## config.mk

```make
export PLATFORM = sky130hd
export DESIGN_NAME = keypad_scanner_db
export DESIGN_NICKNAME = d
export VERILOG_FILES = /design/src/rtl/keypad_pkg.sv /design/src/rtl/keypad_evt_reg.sv /design/src/rtl/keypad_scanner_db.sv
export SDC_FILE = /design/constraint.sdc
export NUM_CORES = 1
export LEC_CHECK = 0
export ABC_AREA = 0
export CORE_MARGIN = 4
export CORE_UTILIZATION = 35
export CTS_CLUSTER_DIAMETER = 40
export DETAILED_ROUTE_END_ITERATION = 16
export PLACE_DENSITY_LB_ADDON = 0.08
export SLEW_MARGIN = 20
export SYNTH_ARGS = -nofsm -noshare
export SYNTH_HDL_FRONTEND = slang
export SYNTH_SLANG_ARGS = --single-unit
```

## constraint.sdc

```tcl
create_clock -name CLK -period 5.9 [get_ports CLK]
set_input_delay 0.59 -clock CLK [delete_from_list [all_inputs] [get_ports CLK]]
set_output_delay 0.59 -clock CLK [all_outputs]
set_load 0.02 [all_outputs]
```

## src/rtl/keypad_pkg.sv

```systemverilog
// Shared types and constants for the keypad scanner.
// Contents:
//   state_e     - scanner FSM states.
//   key_width() - key code width for a ROWS x COLS matrix (minimum 1 bit).
//   CALC_LUT    - raw matrix index to calculator key value, used downstream.
//   calc_value()- lookup helper over CALC_LUT.
package keypad_pkg;

  typedef enum logic [1:0] {
    SCAN       = 2'd0,
    DEBOUNCE_P = 2'd1,
    PRESSED    = 2'd2
  } state_e;

  // Bits needed to hold a key index 0..rows*cols-1; never narrower than 1.
  function automatic int unsigned key_width(input int unsigned rows, input int unsigned cols);
    int unsigned n;
    n = rows * cols;
    return (n <= 1) ? 1 : $clog2(n);
  endfunction

  localparam int unsigned CALC_LUT_N = 16;

  localparam logic [3:0] CALC_LUT [CALC_LUT_N] = '{
    4'd1,  4'd2, 4'd3,  4'd12,
    4'd4,  4'd5, 4'd6,  4'd13,
    4'd7,  4'd8, 4'd9,  4'd14,
    4'd11, 4'd0, 4'd10, 4'd15
  };

  function automatic logic [3:0] calc_value(input logic [3:0] idx);
    return CALC_LUT[idx];
  endfunction

endpackage

```

## src/rtl/keypad_evt_reg.sv

```systemverilog
// One-entry valid/ready holding register for key events, with a sticky
// overrun flag.
// Ports:
//   clk, rst_n    - clock, async active-low reset
//   push_c        - a new event is offered this cycle
//   push_code     - code of the offered event
//   ready         - consumer accepts when valid & ready
//   valid, code   - pending event (code stable while valid)
//   overrun       - sticky: an event was dropped because the slot was full
module keypad_evt_reg #(
  parameter int unsigned KEY_W = 4
) (
  input  logic             clk,
  input  logic             rst_n,
  input  logic             push_c,
  input  logic [KEY_W-1:0] push_code,
  input  logic             ready,
  output logic             valid,
  output logic [KEY_W-1:0] code,
  output logic             overrun
);

  logic             valid_q, valid_d;
  logic [KEY_W-1:0] code_q, code_d;
  logic             overrun_q, overrun_d;
  logic             hs_c;

  // Slot is free if empty or being drained in the same cycle.
  always_comb begin
    valid_d   = valid_q;
    code_d    = code_q;
    overrun_d = overrun_q;
    hs_c      = valid_q & ready;
    if (push_c) begin
      if (!valid_q || hs_c) begin
        valid_d = 1'b1;
        code_d  = push_code;
      end else begin
        overrun_d = 1'b1;
      end
    end else if (hs_c) begin
      valid_d = 1'b0;
    end
  end

  always_ff @(posedge clk or negedge rst_n) begin
    if (!rst_n) begin
      valid_q   <= 1'b0;
      code_q    <= '0;
      overrun_q <= 1'b0;
    end else begin
      valid_q   <= valid_d;
      code_q    <= code_d;
      overrun_q <= overrun_d;
    end
  end

  assign valid   = valid_q;
  assign code    = code_q;
  assign overrun = overrun_q;

endmodule

```

## src/rtl/keypad_scanner_db.sv

```systemverilog
// ROWS x COLS matrix keypad scanner with per-key debounce, press/release
// tracking and a valid/ready key-event output.
// Ports:
//   CLK, RESET   - clock, async active-low reset
//   keyboardfil  - row sense lines (active-high, pre-synchronised)
//   keyboardcol  - one-hot column drive
//   key_code     - row*COLS+col of the accepted key, valid with key_valid
//   key_valid    - event pending; key_ready accepts it
//   key_held     - high from press acceptance to release acceptance
//   overrun      - sticky, a press was dropped while an event was pending
// Optional: define KEYPAD_REPEAT_EN for auto-repeat events while a key is
// held (REPEAT_DLY samples to first repeat, then every REPEAT_RATE samples).
module keypad_scanner_db
  import keypad_pkg::*;
#(
  parameter int unsigned ROWS     = 4,
  parameter int unsigned COLS     = 4,
  parameter int unsigned SCAN_DIV = 1000,
  parameter int unsigned DEBOUNCE = 8
`ifdef KEYPAD_REPEAT_EN
  ,
  parameter int unsigned REPEAT_DLY  = 64,
  parameter int unsigned REPEAT_RATE = 16
`endif
) (
  input  logic                                CLK,
  input  logic                                RESET,
  input  logic [ROWS-1:0]                     keyboardfil,
  output logic [COLS-1:0]                     keyboardcol,
  output logic [key_width(ROWS, COLS)-1:0]    key_code,
  output logic                                key_valid,
  input  logic                                key_ready,
  output logic                                key_held,
  output logic                                overrun
);

  localparam int unsigned KEY_W   = key_width(ROWS, COLS);
  localparam int unsigned ROW_W   = key_width(ROWS, 1);
  localparam int unsigned COL_W   = key_width(COLS, 1);
  localparam int unsigned DWELL_W = $clog2(SCAN_DIV);
  localparam int unsigned DEB_W   = $clog2(DEBOUNCE + 1);
  localparam logic [DEB_W-1:0]   DEB_LAST   = DEB_W'(DEBOUNCE - 1);
  localparam logic [DWELL_W-1:0] DWELL_LAST = DWELL_W'(SCAN_DIV - 1);
`ifdef KEYPAD_REPEAT_EN
  localparam int unsigned RPT_MAX = (REPEAT_DLY > REPEAT_RATE) ? REPEAT_DLY : REPEAT_RATE;
  localparam int unsigned RPT_W   = $clog2(RPT_MAX + 1);
`endif

  state_e             state_q, state_d;
  logic [DWELL_W-1:0] dwell_q, dwell_d;
  logic [COL_W-1:0]   col_q, col_d;
  logic [COLS-1:0]    col_oh_q, col_oh_d;
  logic [KEY_W-1:0]   cand_q, cand_d;
  logic [ROW_W-1:0]   cand_row_q, cand_row_d;
  logic [DEB_W-1:0]   deb_q, deb_d;
  logic [DEB_W-1:0]   rel_q, rel_d;
  logic               held_q, held_d;
`ifdef KEYPAD_REPEAT_EN
  logic [RPT_W-1:0]   rpt_q, rpt_d;
  logic               rpt_first_q, rpt_first_d;
  logic [RPT_W-1:0]   rpt_last_c;
`endif

  logic               sample_c;
  logic               hit_c;
  logic [ROW_W-1:0]   row_c;
  logic [KEY_W-1:0]   code_c;
  logic               accept_c;
  logic               advance_c;
  logic               push_c;

  // Lowest-index active row and the matrix code it maps to.
  always_comb begin
    row_c = '0;
    for (int i = int'(ROWS) - 1; i >= 0; i--) begin
      if (keyboardfil[i]) row_c = ROW_W'(i);
    end
    hit_c  = |keyboardfil;
    code_c = KEY_W'(row_c) * KEY_W'(COLS) + KEY_W'(col_q);
  end

  // Scanner FSM: next state, counters and column drive.
  always_comb begin
    state_d    = state_q;
    col_d      = col_q;
    col_oh_d   = col_oh_q;
    cand_d     = cand_q;
    cand_row_d = cand_row_q;
    deb_d      = deb_q;
    rel_d      = rel_q;
    held_d     = held_q;
    accept_c   = 1'b0;
    advance_c  = 1'b0;
    push_c     = 1'b0;
`ifdef KEYPAD_REPEAT_EN
    rpt_d       = rpt_q;
    rpt_first_d = rpt_first_q;
    rpt_last_c  = rpt_first_q ? RPT_W'(REPEAT_DLY - 1) : RPT_W'(REPEAT_RATE - 1);
`endif

    sample_c = (dwell_q == DWELL_LAST);
    dwell_d  = sample_c ? '0 : dwell_q + 1'b1;

    if (sample_c) begin
      unique case (state_q)
        SCAN: begin
          if (hit_c) begin
            cand_d     = code_c;
            cand_row_d = row_c;
            if (DEBOUNCE == 1) begin
              accept_c = 1'b1;
            end else begin
              deb_d   = DEB_W'(1);
              state_d = DEBOUNCE_P;
            end
          end else begin
            advance_c = 1'b1;
          end
        end
        DEBOUNCE_P: begin
          if (hit_c && (code_c == cand_q)) begin
            if (deb_q == DEB_LAST) accept_c = 1'b1;
            else                   deb_d    = deb_q + 1'b1;
          end else begin
            state_d   = SCAN;
            advance_c = 1'b1;
          end
        end
        PRESSED: begin
          // Only the tracked key's row matters; the column is still frozen on it.
          if (!keyboardfil[cand_row_q]) begin
            if (rel_q == DEB_LAST) begin
              state_d   = SCAN;
              held_d    = 1'b0;
              advance_c = 1'b1;
            end else begin
              rel_d = rel_q + 1'b1;
            end
          end else begin
            rel_d = '0;
          end
`ifdef KEYPAD_REPEAT_EN
          if (state_d == PRESSED) begin
            if (rpt_q == rpt_last_c) begin
              push_c      = 1'b1;
              rpt_d       = '0;
              rpt_first_d = 1'b0;
            end else begin
              rpt_d = rpt_q + 1'b1;
            end
          end
`endif
        end
        default: state_d = SCAN;
      endcase
    end

    if (accept_c) begin
      state_d = PRESSED;
      held_d  = 1'b1;
      rel_d   = '0;
      push_c  = 1'b1;
`ifdef KEYPAD_REPEAT_EN
      rpt_d       = '0;
      rpt_first_d = 1'b1;
`endif
    end

    if (advance_c) begin
      col_d = (col_q == COL_W'(COLS - 1)) ? '0 : col_q + 1'b1;
    end
    col_oh_d = COLS'(1) << col_d;
  end

  always_ff @(posedge CLK or negedge RESET) begin
    if (!RESET) begin
      state_q    <= SCAN;
      dwell_q    <= '0;
      col_q      <= '0;
      col_oh_q   <= COLS'(1);
      cand_q     <= '0;
      cand_row_q <= '0;
      deb_q      <= '0;
      rel_q      <= '0;
      held_q     <= 1'b0;
`ifdef KEYPAD_REPEAT_EN
      rpt_q       <= '0;
      rpt_first_q <= 1'b1;
`endif
    end else begin
      state_q    <= state_d;
      dwell_q    <= dwell_d;
      col_q      <= col_d;
      col_oh_q   <= col_oh_d;
      cand_q     <= cand_d;
      cand_row_q <= cand_row_d;
      deb_q      <= deb_d;
      rel_q      <= rel_d;
      held_q     <= held_d;
`ifdef KEYPAD_REPEAT_EN
      rpt_q       <= rpt_d;
      rpt_first_q <= rpt_first_d;
`endif
    end
  end

  keypad_evt_reg #(
    .KEY_W (KEY_W)
  ) u_evt (
    .clk       (CLK),
    .rst_n     (RESET),
    .push_c    (push_c),
    .push_code (cand_d),
    .ready     (key_ready),
    .valid     (key_valid),
    .code      (key_code),
    .overrun   (overrun)
  );

  assign keyboardcol = col_oh_q;
  assign key_held    = held_q;

endmodule

```

* After elaboration in Yosys (flattened, before gate mapping)
Cells that the tools add are included.
Word-level totals: bits in registers 39, latch bits 0, memory bits (writable) 0, memory bits (read-only) 0, input bits 7, output and inout bits 11, word-level logic and storage cells 103, memories kept 0
Cells by class: add/sub/neg operators 5, multiply operators 0, divide/modulo/power cells 0, $lt $le $gt $ge 1, eq/ne operators 17, shift-type cells 1, mux-type cells 47, bitwise logic cells 2, reduce and logical (&&, ||, !) cells 18
Operators by type and width (number):
- $mux W4 | 11
- $mux W2 | 12
- $mux W1 | 19
- $ne A3 B3 Y1 const B | 5
- $add A10 B1 Y10 const B | 1
- $eq A10 B10 Y1 const B | 1
- $mux W10 | 1
- $reduce_and A5 Y1 | 2
- $reduce_bool A2 Y1 | 5
- $add A4 B1 Y4 const B | 2
- $eq A4 B3 Y1 const B | 2
- $ne A2 B2 Y1 const B | 4
- $pmux W4 S2 | 1
- $pmux W2 S3 | 1
- $reduce_and A2 Y1 | 3
- $reduce_and A3 Y1 | 2
- $add A4 B2 Y4 | 1
- $eq A2 B2 Y1 const B | 2
- $eq A4 B4 Y1 | 1
- $reduce_and A4 Y1 | 1
- $reduce_or A4 Y1 | 1
- $shl A1 B2 Y4 const A | 1
- $lt A2 B3 Y1 const B | 1
- $pmux W1 S3 | 1
- 10 further kinds | 10

* Logic depth before layout (Yosys ltp)
Gate-level depths: netlist of run 1.
depth after elaboration 13, mapped depth 7, mapped depth without buffers 6

* By module
A second synthesis of run 1 with hierarchy kept.
Second synthesis, totals: cells, all modules 196, area, all modules 2040.7 um^2
By module, submodules not included:
- keypad_scanner_db | times used 1, cells an instance 181, area each 1790.5 um^2, sequential area each 827.0 um^2
- keypad_evt_reg | times used 1, cells an instance 15, area each 250.2 um^2, sequential area each 150.1 um^2

* Worst setup path after synthesis of run 1
OpenSTA, ideal clock, no wires.
path kind input to register, start input port keyboardfil[3], end register col_q[0], setup time 125 ps, arrival 1956 ps, data required time 5775 ps, setup slack 3820 ps, stages 5, buffers on the path 0, cell sequence mux4_2 -> nor3_4 -> a22o_1 -> nand3_2 -> mux2_2
Between the ends: word-level cells in the longest chain between the ends 11, elaborated cells on any way between the ends 16, those cells by class add/sub (1); eq/ne (1); mux (12); reduce/logical (2)
Ends and longest elaborated chain:
- start, declared | RTL line keypad_scanner_db.sv:28 | input logic [ROWS-1:0] keyboardfil,
- $mux W2 (4 in series) | RTL line keypad_scanner_db.sv:76 | if (keyboardfil[i]) row_c = ROW_W'(i);
- $add A4 B2 Y4 | RTL line keypad_scanner_db.sv:79 | code_c = KEY_W'(row_c) * KEY_W'(COLS) + KEY_W'(col_q);
- $eq A4 B4 Y1 | RTL line keypad_scanner_db.sv:121 | if (hit_c && (code_c == cand_q)) begin
- $logic_and A1 B1 Y1 | RTL line keypad_scanner_db.sv:121
- $mux W1 | RTL line keypad_scanner_db.sv:121
- $pmux W1 S3 (*) | RTL line keypad_scanner_db.sv:105 | unique case (state_q)
- $mux W1 (*) | RTL line keypad_scanner_db.sv:104 | if (sample_c) begin
- $mux W2 (*) | RTL line keypad_scanner_db.sv:169 | if (advance_c) begin
- net col_d[0] | RTL line keypad_scanner_db.sv:51 | logic [COL_W-1:0] col_q, col_d;
- end signal, assigned | RTL line keypad_scanner_db.sv:193 | col_q <= col_d;
- end, declared | RTL line keypad_scanner_db.sv:51
The timed path passes the listed nets; every way through them passes the cells marked *. The select of a mux whose other input is x is not followed. A chain may end at the register's enable or synchronous reset.

* Worst setup path after layout of run 1
start input port keyboardfil[1], end register rel_q[0]
Between the ends: word-level cells in the longest chain between the ends 10, elaborated cells on any way between the ends 19, those cells by class add/sub (1); eq/ne (2); mux (11); reduce/logical (5)
Ends and longest elaborated chain:
- $mux W2 (2 in series) | RTL line keypad_scanner_db.sv:76
- $add A4 B2 Y4 | RTL line keypad_scanner_db.sv:79
- $eq A4 B4 Y1 | RTL line keypad_scanner_db.sv:121
- $logic_and A1 B1 Y1 | RTL line keypad_scanner_db.sv:121
- $mux W1 | RTL line keypad_scanner_db.sv:121
- $mux W1 | RTL line keypad_scanner_db.sv:105
- $mux W1 | RTL line keypad_scanner_db.sv:104
- $ne A3 B3 Y1 (no source line) or $reduce_bool A2 Y1 (tied branches)
- $reduce_and A3 Y1 (no source line)
- end signal, assigned | RTL line keypad_scanner_db.sv:198 | rel_q <= rel_d;
- end, declared | RTL line keypad_scanner_db.sv:56 | logic [DEB_W-1:0] rel_q, rel_d;
Several ways; a longest one is shown, not always the timed one. The select of a mux whose other input is x is not followed.

==> impl_metrics.toml, run 1 <==
[logic_synthesis]
synth_cell_type_count = 44
synth_fp_nets = 218
async_flop_share_pct = 100
ys_warn_count = 0
ys_ff_latch = 39
synthesis.area_mm2 = 0.00209
synth_enable_flop_cells = 0
syn_inst = 207
avgSynthCellArea_um2 = 10.1
ys_seq_area_share_pct = 46.7
ys.flop_type = "dfrtp_1"

[layout]
final_cells = 298
layout-drive-gt1-share_pct = 14.6
diodes = 0
area_delta_synth_final_pct = 15.1
fillCellCount = 562
final_cell_mix = "dfrtp_1, nor2_1, nand2_1"
layout.nets = 236
final_common_cell = "dfrtp_1"
stdcell_area_mm2 = 0.00241

[placement]
place.gp.congestion = 0.902
numPlacedInstances = 290
dpl.hpwl_mm = 3.28
io_buffers = 17
place_area_mm2 = 0.00231

[sta]
finalSetupViolCount = 0
post-route-period-util_pct = 45.1
fmax_mhz = 375
fin_skew_ns = 0.00642
rsz0062_at_grt = "false"
slew_viol_final = 0
hold_ws_ns = 0.431
fin_tns_setup_ns = 0
max-slew-margin-rel_pct = 39.4
tightest_slew_ns = 0.908
period_minus_slack_ns = 2.66
hold_viol_final = 0

[min_path]
hold_path.class = "in -> async"

[floorplanning]
dieWidth_um = 85.3
die_area_mm2 = 0.00727
ioPinCount = 18
rows = 27
start_util_pct = 37.1
die_h_um = 85.3
coreArea_mm2 = 0.00564

[routing]
dr_total_vias = 1608
drc = 0
ant_nets = 0
viasPerCell = 5.40
routedWlPerCell_um = 15.0
first_pass_iters = 5
drtIter0Drc = 146
routed_wl_mm = 4.48

[critical_path]
crit_buf_inv = 1
r2r_start = "dwell_q[0]"
start_kind = "primary input"
timing.critical_path.slowest_cell_delay_ns = 0.62
crit_required_ns = 6.05
worstSetupEndpointType = "flip-flop"
crit_type = "in -> reg"
critPathTopFamily = "compound AO/OA/AOI/OAI gates"
cp_cell_sequence = "clkdlybuf4s50_1 > nor2_1 > mux2i_1 > nand4_1 > o311ai_0 > o211ai_1"
timing.rr.end = "rel_q[2]"
cp_slowest_cell = "o311ai_0"
crit_fanout = 10
rr_worst_depth = 6
rrSetupSlack_ns = 3.48
arrival_ns = 2.81

[clock_network]
cts-resized-gates = 0
clock_path_buffers = 2
worstSkewPairLatency_ns = 0.28
cts_buffers = 5
post_cts_buffers = 0
htree_num_levels = 2
cts_hold_buf = 0
clk_pin_slew_ns = 0.08
cts_sinks = 39
cts_root_buf = "clkbuf_8"
tritoncts = "built"

[power_and_ir_drop]
p_leak_nw = 1.09
powerDensity_mw_per_mm2 = 202
finalPower_mw = 0.486
worst_ir_drop_vdd_mv = 0.136

[grt]
grt_overflow = 0
track_usage_pct = 13.1
grt_max_degree = 40
grt_pass1_vias = 1704
antenna_found_initial = 0
grt_first_pass_wirelength_mm = 7.69

[job]
maxCapViolations = 0

[status]
status = "finished clean"
-- registers in the layout, indices dropped and copies added (netlist names) --
signal         cells
u_evt.code         4
u_evt.overrun      1
rel_q              4
state_q            2
u_evt.valid        1
keyboardcol        4
deb_q              4
col_q              2
key_held           1
cand_row_q         2
dwell_q           10
cand_q             4
-- metal layers --
layer  up-vias  GRT usage, %  share of wire [%]
met1       784          15.9                 45
met5         -             0                  0
met3         9          3.20                3.5
met4         0          5.47                1.6
met2        34          22.0                 50
li1        781             -                  -
-- worst max path at each step --
stage	slack [ns]	cells past startpoint	end	startpoint
after global routing	3.05	6	rel_q[0]	keyboardfil[1]
after detailed placement	3.00	6	rel_q[0]	keyboardfil[1]
after CTS	3.30	6	rel_q[0]	keyboardfil[1]
after global placement	3.14	6	keyboardcol[1]	keyboardfil[3]
after floorplan	3.82	5	col_q[0]	keyboardfil[3]
final	3.24	6	rel_q[0]	keyboardfil[1]
-- layout make-up --
type                            count  area (um2)  area share [%]
Sequential cell                    39         977            40.6
Timing Repair Buffer               17         165            6.86
Inverter                            7        26.3            1.09
Tap cell                           72        90.1            3.74
Clock buffer                        8         100            4.16
Multi-Input combinational cell    155        1050            43.6
-- per-stage QoR --
step           worst slack (ns)  utilization, %
3_3_place_gp               3.14            40.9
3_5_place_dp               3.00            40.9
2_1_floorplan              3.82               -
5_1_grt                    3.05            42.7
4_1_cts                    3.30            42.7
6_report                   3.24            42.7
-- Yosys cell counts (3+ instances only) --
library cell	n	area [um2]
nand4_1	5	31.3
nand3_1	11	55.1
dfrtp_1	38	951
a21oi_1	8	40.0
nor3_1	6	30.0
xnor2_1	4	35.0
xor2_1	4	35.0
or2_2	3	18.8
nand2b_1	4	25.0
o21ai_0	10	50.1
nor2_1	25	93.8
nor2b_1	3	18.8
o211ai_1	7	52.6
ha_1	4	50.1
nand2_1	20	75.1
inv_1	7	26.3
mux2i_1	5	50.1
mux2_2	10	113
-- power breakdown --
| group | total, mW | switching [mW] | internal (mW) |
|---|---|---|---|
| sequential | 0.269 | 0.000880 | 0.268 |
| clock | 0.193 | 0.0865 | 0.107 |
| combinational | 0.0234 | 0.0150 | 0.00846 |
| total | 0.486 | 0.102 | 0.383 |
-- cells by family after synthesis --
kind of cell / after synthesis / synth area share, %
AO/OA/AOI/OAI: 39 / 12.3
multiplexers: 16 / 8.86
XOR/XNOR: 8 / 3.35
buffers and inverters: 13 / 3.11
AND/OR/NAND/NOR: 88 / 23.3
flip-flops: 39 / 46.7
adder cells (fa/ha/maj): 4 / 2.39
Note: power is estimated with default switching activity, not from simulation.
==> inputs of run 2 (changes only) <==
==> constraint.sdc (replaced) <==
create_clock -name CLK -period 2.25 [get_ports CLK]
set_input_delay 0.225 -clock CLK [delete_from_list [all_inputs] [get_ports CLK]]
set_output_delay 0.225 -clock CLK [all_outputs]
set_load 0.02 [all_outputs]
==> impl_metrics.toml, run 2 (same netlist as run 1, synthesis figures left out) <==
[placement]
dpl.hpwl_mm = 3.36
io_buffers = 17
place.gp.congestion = 0.815

[routing]
dr_total_vias = 1655
drtIter0Drc = 69
routedWlPerCell_um = 14.4
drc = 0
ant_nets = 0
routed_wl_mm = 4.48
viasPerCell = 5.30
first_pass_iters = 4

[sta]
max-slew-margin-rel_pct = 42.7
fin_skew_ns = 0.00734
slew_viol_final = 0
fin_tns_setup_ns = 0
rsz0062_at_grt = "false"
period_minus_slack_ns = 2.07
fmax_mhz = 482
hold_ws_ns = 0.0370
post-route-period-util_pct = 92.1
hold_viol_final = 0
tightest_slew_ns = 0.860
finalSetupViolCount = 0

[critical_path]
rrSetupSlack_ns = 0.18
cp-endpoint = "u_evt.code[3]"
start_kind = "flip-flop"
crit_fanout = 6
rr_worst_depth = 6
timing.rr.end = "u_evt.code[3]"
crit_type = "reg -> reg"
cp_slowest_cell = "or3_1"
timing.critical_path.slowest_cell_delay_ns = 0.43
critPathLaunch = "dwell_q[0]"
worstSetupEndpointType = "flip-flop"
cp_cell_sequence = "ha_1 > nand4b_4 > or3_1 > nor3_4 > a21oi_1 > mux2_2"
arrival_ns = 2.25
r2r_start = "dwell_q[0]"
crit_required_ns = 2.43

[clock_network]
cts_buffers = 5
worstSkewPairLatency_ns = 0.29
tritoncts = "built"
cts_root_buf = "clkbuf_8"
clock_path_buffers = 2
cts-resized-gates = 0
cts_sinks = 39
cts_hold_buf = 0
post_cts_buffers = 0
clk_pin_slew_ns = 0.08
htree_num_levels = 2

[floorplanning]
start_util_pct = 37.1
die_h_um = 85.3
coreArea_mm2 = 0.00564
die_area_mm2 = 0.00727
dieWidth_um = 85.3
ioPinCount = 18
rows = 27

[grt]
antenna_found_initial = 0
grt_max_degree = 40
grt_pass1_vias = 1769
track_usage_pct = 13.9
grt_first_pass_wirelength_mm = 8.13
grt_overflow = 0

[layout]
register_area_um2 = 977
layout.nets = 250
fillCellCount = 556
final_cell_mix = "dfrtp_1, nor2_1, nand2_1"
final_common_cell = "dfrtp_1"
top_register = "dwell_q"
diodes = 0
layout-drive-gt1-share_pct = 20.0
area_delta_synth_final_pct = 20.8
largest_reg_flops = 10
multi_input_area_mm2 = 0.00105

[status]
status = "finished clean"

[power_and_ir_drop]
powerDensity_mw_per_mm2 = 538
worst_ir_drop_vdd_mv = 0.229
p_leak_nw = 1.17

[job]
maxCapViolations = 0

[min_path]
hold_path.class = "in -> async"
==> run 2: cell types whose count changed in the layout (fill, tap and decap cells not counted), sizes merged <==
| cell | delta |
|---|---|
| clkinv | +2 |
| bufinv | +1 |
| buf | +14 |
| clkbuf | -3 |
==> run 2: metrics by stage <==
stage / instance area (um2) / total power [mW] / utilization, % / worst slack [ns] / instances
after global routing: 2520 / 1.43 / 44.8 / 0.0323 / 312
after global placement: 2410 / 0.789 / 42.8 / 0.0741 / 304
after detailed placement: 2410 / 0.790 / 42.8 / 0.0297 / 304
final: 2520 / 1.36 / 44.8 / 0.177 / 312
after CTS: 2520 / 1.38 / 44.8 / 0.163 / 312
after floorplan: 2090 / 0.747 / - / 0.298 / 207
==> run 2: worst min path at each step <==
stage	cells past startpoint	start	to
2_1_floorplan	0	RESET	cand_q[0]
3_3_place_gp	1	RESET	rel_q[3]
4_1_cts	1	RESET	dwell_q[7]
3_5_place_dp	1	RESET	dwell_q[7]
5_1_grt	1	RESET	dwell_q[9]
6_report	1	RESET	dwell_q[7]
==> run 2: critical path: cells and delay by family (launching register included) <==
kind | cells | cell delay (ns)
flip-flops | 1 | 0.40
multiplexers | 1 | 0.27
adder cells (fa/ha/maj) | 1 | 0.26
AO/OA/AOI/OAI | 1 | 0.15
AND/OR/NAND/NOR | 3 | 0.87
==> run 2: metal layers <==
layer / wire length [um] / vias up / share of wire [%] / track usage (%)
li1: - / 803 / - / -
met1: 2030 / 812 / 45 / 16.9
met2: 2280 / 36 / 51 / 23.4
met3: 145 / 4 / 3.2 / 4.08
met4: 29 / 0 / 0.65 / 4.75
met5: 0 / - / 0 / 0
==> run 2: layout make-up <==
| cell class | count | share of cell area [%] |
|---|---|---|
| multi-input cells | 155 | 41.5 |
| flip-flops and latches | 39 | 38.7 |
| repair buffers | 31 | 10.7 |
| well taps | 72 | 3.57 |
| clock buffers | 5 | 2.73 |
| clock inverters | 3 | 1.73 |
| inverters | 7 | 1.04 |
==> run 2: report_power, final <==
part	internal [mW]	switching, mW	leakage (nW)
sequential	0.703	0.00226	0.482
clock	0.330	0.253	0.0581
combinational	0.0298	0.0408	0.629
==> inputs of run 3 (changes only) <==
--- a/config.mk
+++ b/config.mk
@@ -7,7 +7,7 @@
 export LEC_CHECK = 0
 export ABC_AREA = 0
 export CORE_MARGIN = 4
-export CORE_UTILIZATION = 35
+export CORE_UTILIZATION = 45
 export CTS_CLUSTER_DIAMETER = 40
 export DETAILED_ROUTE_END_ITERATION = 16
 export PLACE_DENSITY_LB_ADDON = 0.08
==> impl_metrics.toml, run 3 (same netlist as run 1, synthesis figures left out) <==
[status]
status = "finished clean"

[layout]
layout-drive-gt1-share_pct = 19.0
final_cell_mix = "dfrtp_1, nor2_1, nand2_1"
layout.nets = 247
top_register = "dwell_q"
diodes = 0
final_cells = 289
area_delta_synth_final_pct = 18.1
stdcell_area_mm2 = 0.00247
largest_reg_flops = 10
final_common_cell = "dfrtp_1"

[placement]
place.gp.congestion = 0.819
dpl.hpwl_mm = 3.33
io_buffers = 17
pre_cts_slack_ns = 0.0280
place_area_mm2 = 0.00236
numPlacedInstances = 281

[floorplanning]
start_util_pct = 47.4
die_h_um = 76.2
ioPinCount = 18
dieWidth_um = 76.2
coreArea_mm2 = 0.00441
die_area_mm2 = 0.00580
rows = 24

[sta]
post-route-period-util_pct = 91.7
hold_viol_final = 0
fin_tns_setup_ns = 0
rsz0062_at_grt = "false"
max-slew-margin-rel_pct = 43.6
period_minus_slack_ns = 2.06
tightest_slew_ns = 0.847
slew_viol_final = 0
finalSetupViolCount = 0
fmax_mhz = 485
fin_skew_ns = 0.00788
fin_ws_ns = 0.187

[clock_network]
cts_hold_buf = 0
clock_path_buffers = 2
cts-resized-gates = 0
post_cts_buffers = 0
cts_sinks = 39
htree_num_levels = 2
worstSkewPairLatency_ns = 0.29
cts_root_buf = "clkbuf_8"
tritoncts = "built"
cts_buffers = 5
clk_pin_slew_ns = 0.08

[routing]
dr_total_vias = 1621
ant_nets = 0
drtIter0Drc = 71
viasPerCell = 5.61
routed_wl_mm = 4.33
drc = 0
routedWlPerCell_um = 15.0
first_pass_iters = 4

[grt]
track_usage_pct = 15.3
grt_pass1_vias = 1562
grt_first_pass_wirelength_mm = 7.26
grt_overflow = 0
grt_max_degree = 40
antenna_found_initial = 0

[critical_path]
start_kind = "flip-flop"
crit_type = "reg -> reg"
crit_fanout = 6
arrival_ns = 2.23
crit_required_ns = 2.42
worstSetupEndpointType = "flip-flop"

[job]
maxCapViolations = 0

[power_and_ir_drop]
powerDensity_mw_per_mm2 = 524
p_leak_nw = 1.15
finalPower_mw = 1.29
worst_ir_drop_vdd_mv = 0.338

[min_path]
hold_path.class = "in -> async"
-- run 3: cell types whose count changed in the layout (fill, tap and decap cells not counted), sizes merged --
cell and delta:
clkinvlp +1, buf -3, clkinv -2, bufinv -1, clkbuf +2
-- run 3: cell type report --
type	instances	area [um2]
inverters	7	26.3
clock buffers	7	96.3
clock inverters	1	7.51
fillers	397	1950
repair buffers	28	248
flip-flops and latches	39	977
well taps	52	65.1
multi-input cells	155	1050
-- run 3: path summary, 6_finish.rpt --
check | start | to | slack [ns] | cells past startpoint
min in group CLK | dwell_q[0] | dwell_q[0] | 0.49 | 1
max | dwell_q[0] | u_evt.code[2] | 0.19 | 6
max in group asynchronous | RESET | u_evt.code[3] | 1.67 | 1
min | RESET | dwell_q[0] | 0.03 | 1
max reg2reg | dwell_q[0] | u_evt.code[2] | 0.19 | 6
min reg2reg | dwell_q[0] | dwell_q[0] | 0.49 | 1
-- run 3: per-layer routing --
layer / GRT usage, % / vias to the layer above / part of all wire (%)
met4: 5.94 / 0 / 0.90
met5: 0 / - / 0
met3: 3.19 / 4 / 4.5
met2: 26.4 / 41 / 53
met1: 18.5 / 780 / 42
li1: - / 796 / -
-- run 3: critical path: stages (launching register included) --
cell and delay, ns:
dfrtp_1 0.39, ha_1 0.27, nand4b_4 0.16, or3_1 0.43
nor3_4 0.28, mux2i_1 0.14, mux2_2 0.27
-- run 3: metrics by stage --
step	hold slack (ns)	utilization, %
2_1_floorplan	-0.0706	-
3_3_place_gp	0.377	53.6
3_5_place_dp	0.387	53.6
4_1_cts	0.0706	55.9
5_1_grt	0.122	55.9
6_report	0.0349	55.9
-- run 3: power by group --
| part | switching (mW) | internal [mW] | total [mW] |
|---|---|---|---|
| Clock | 0.240 | 0.279 | 0.519 |
| Sequential | 0.00230 | 0.703 | 0.705 |
| Combinational | 0.0398 | 0.0287 | 0.0685 |
| Total | 0.282 | 1.01 | 1.29 |
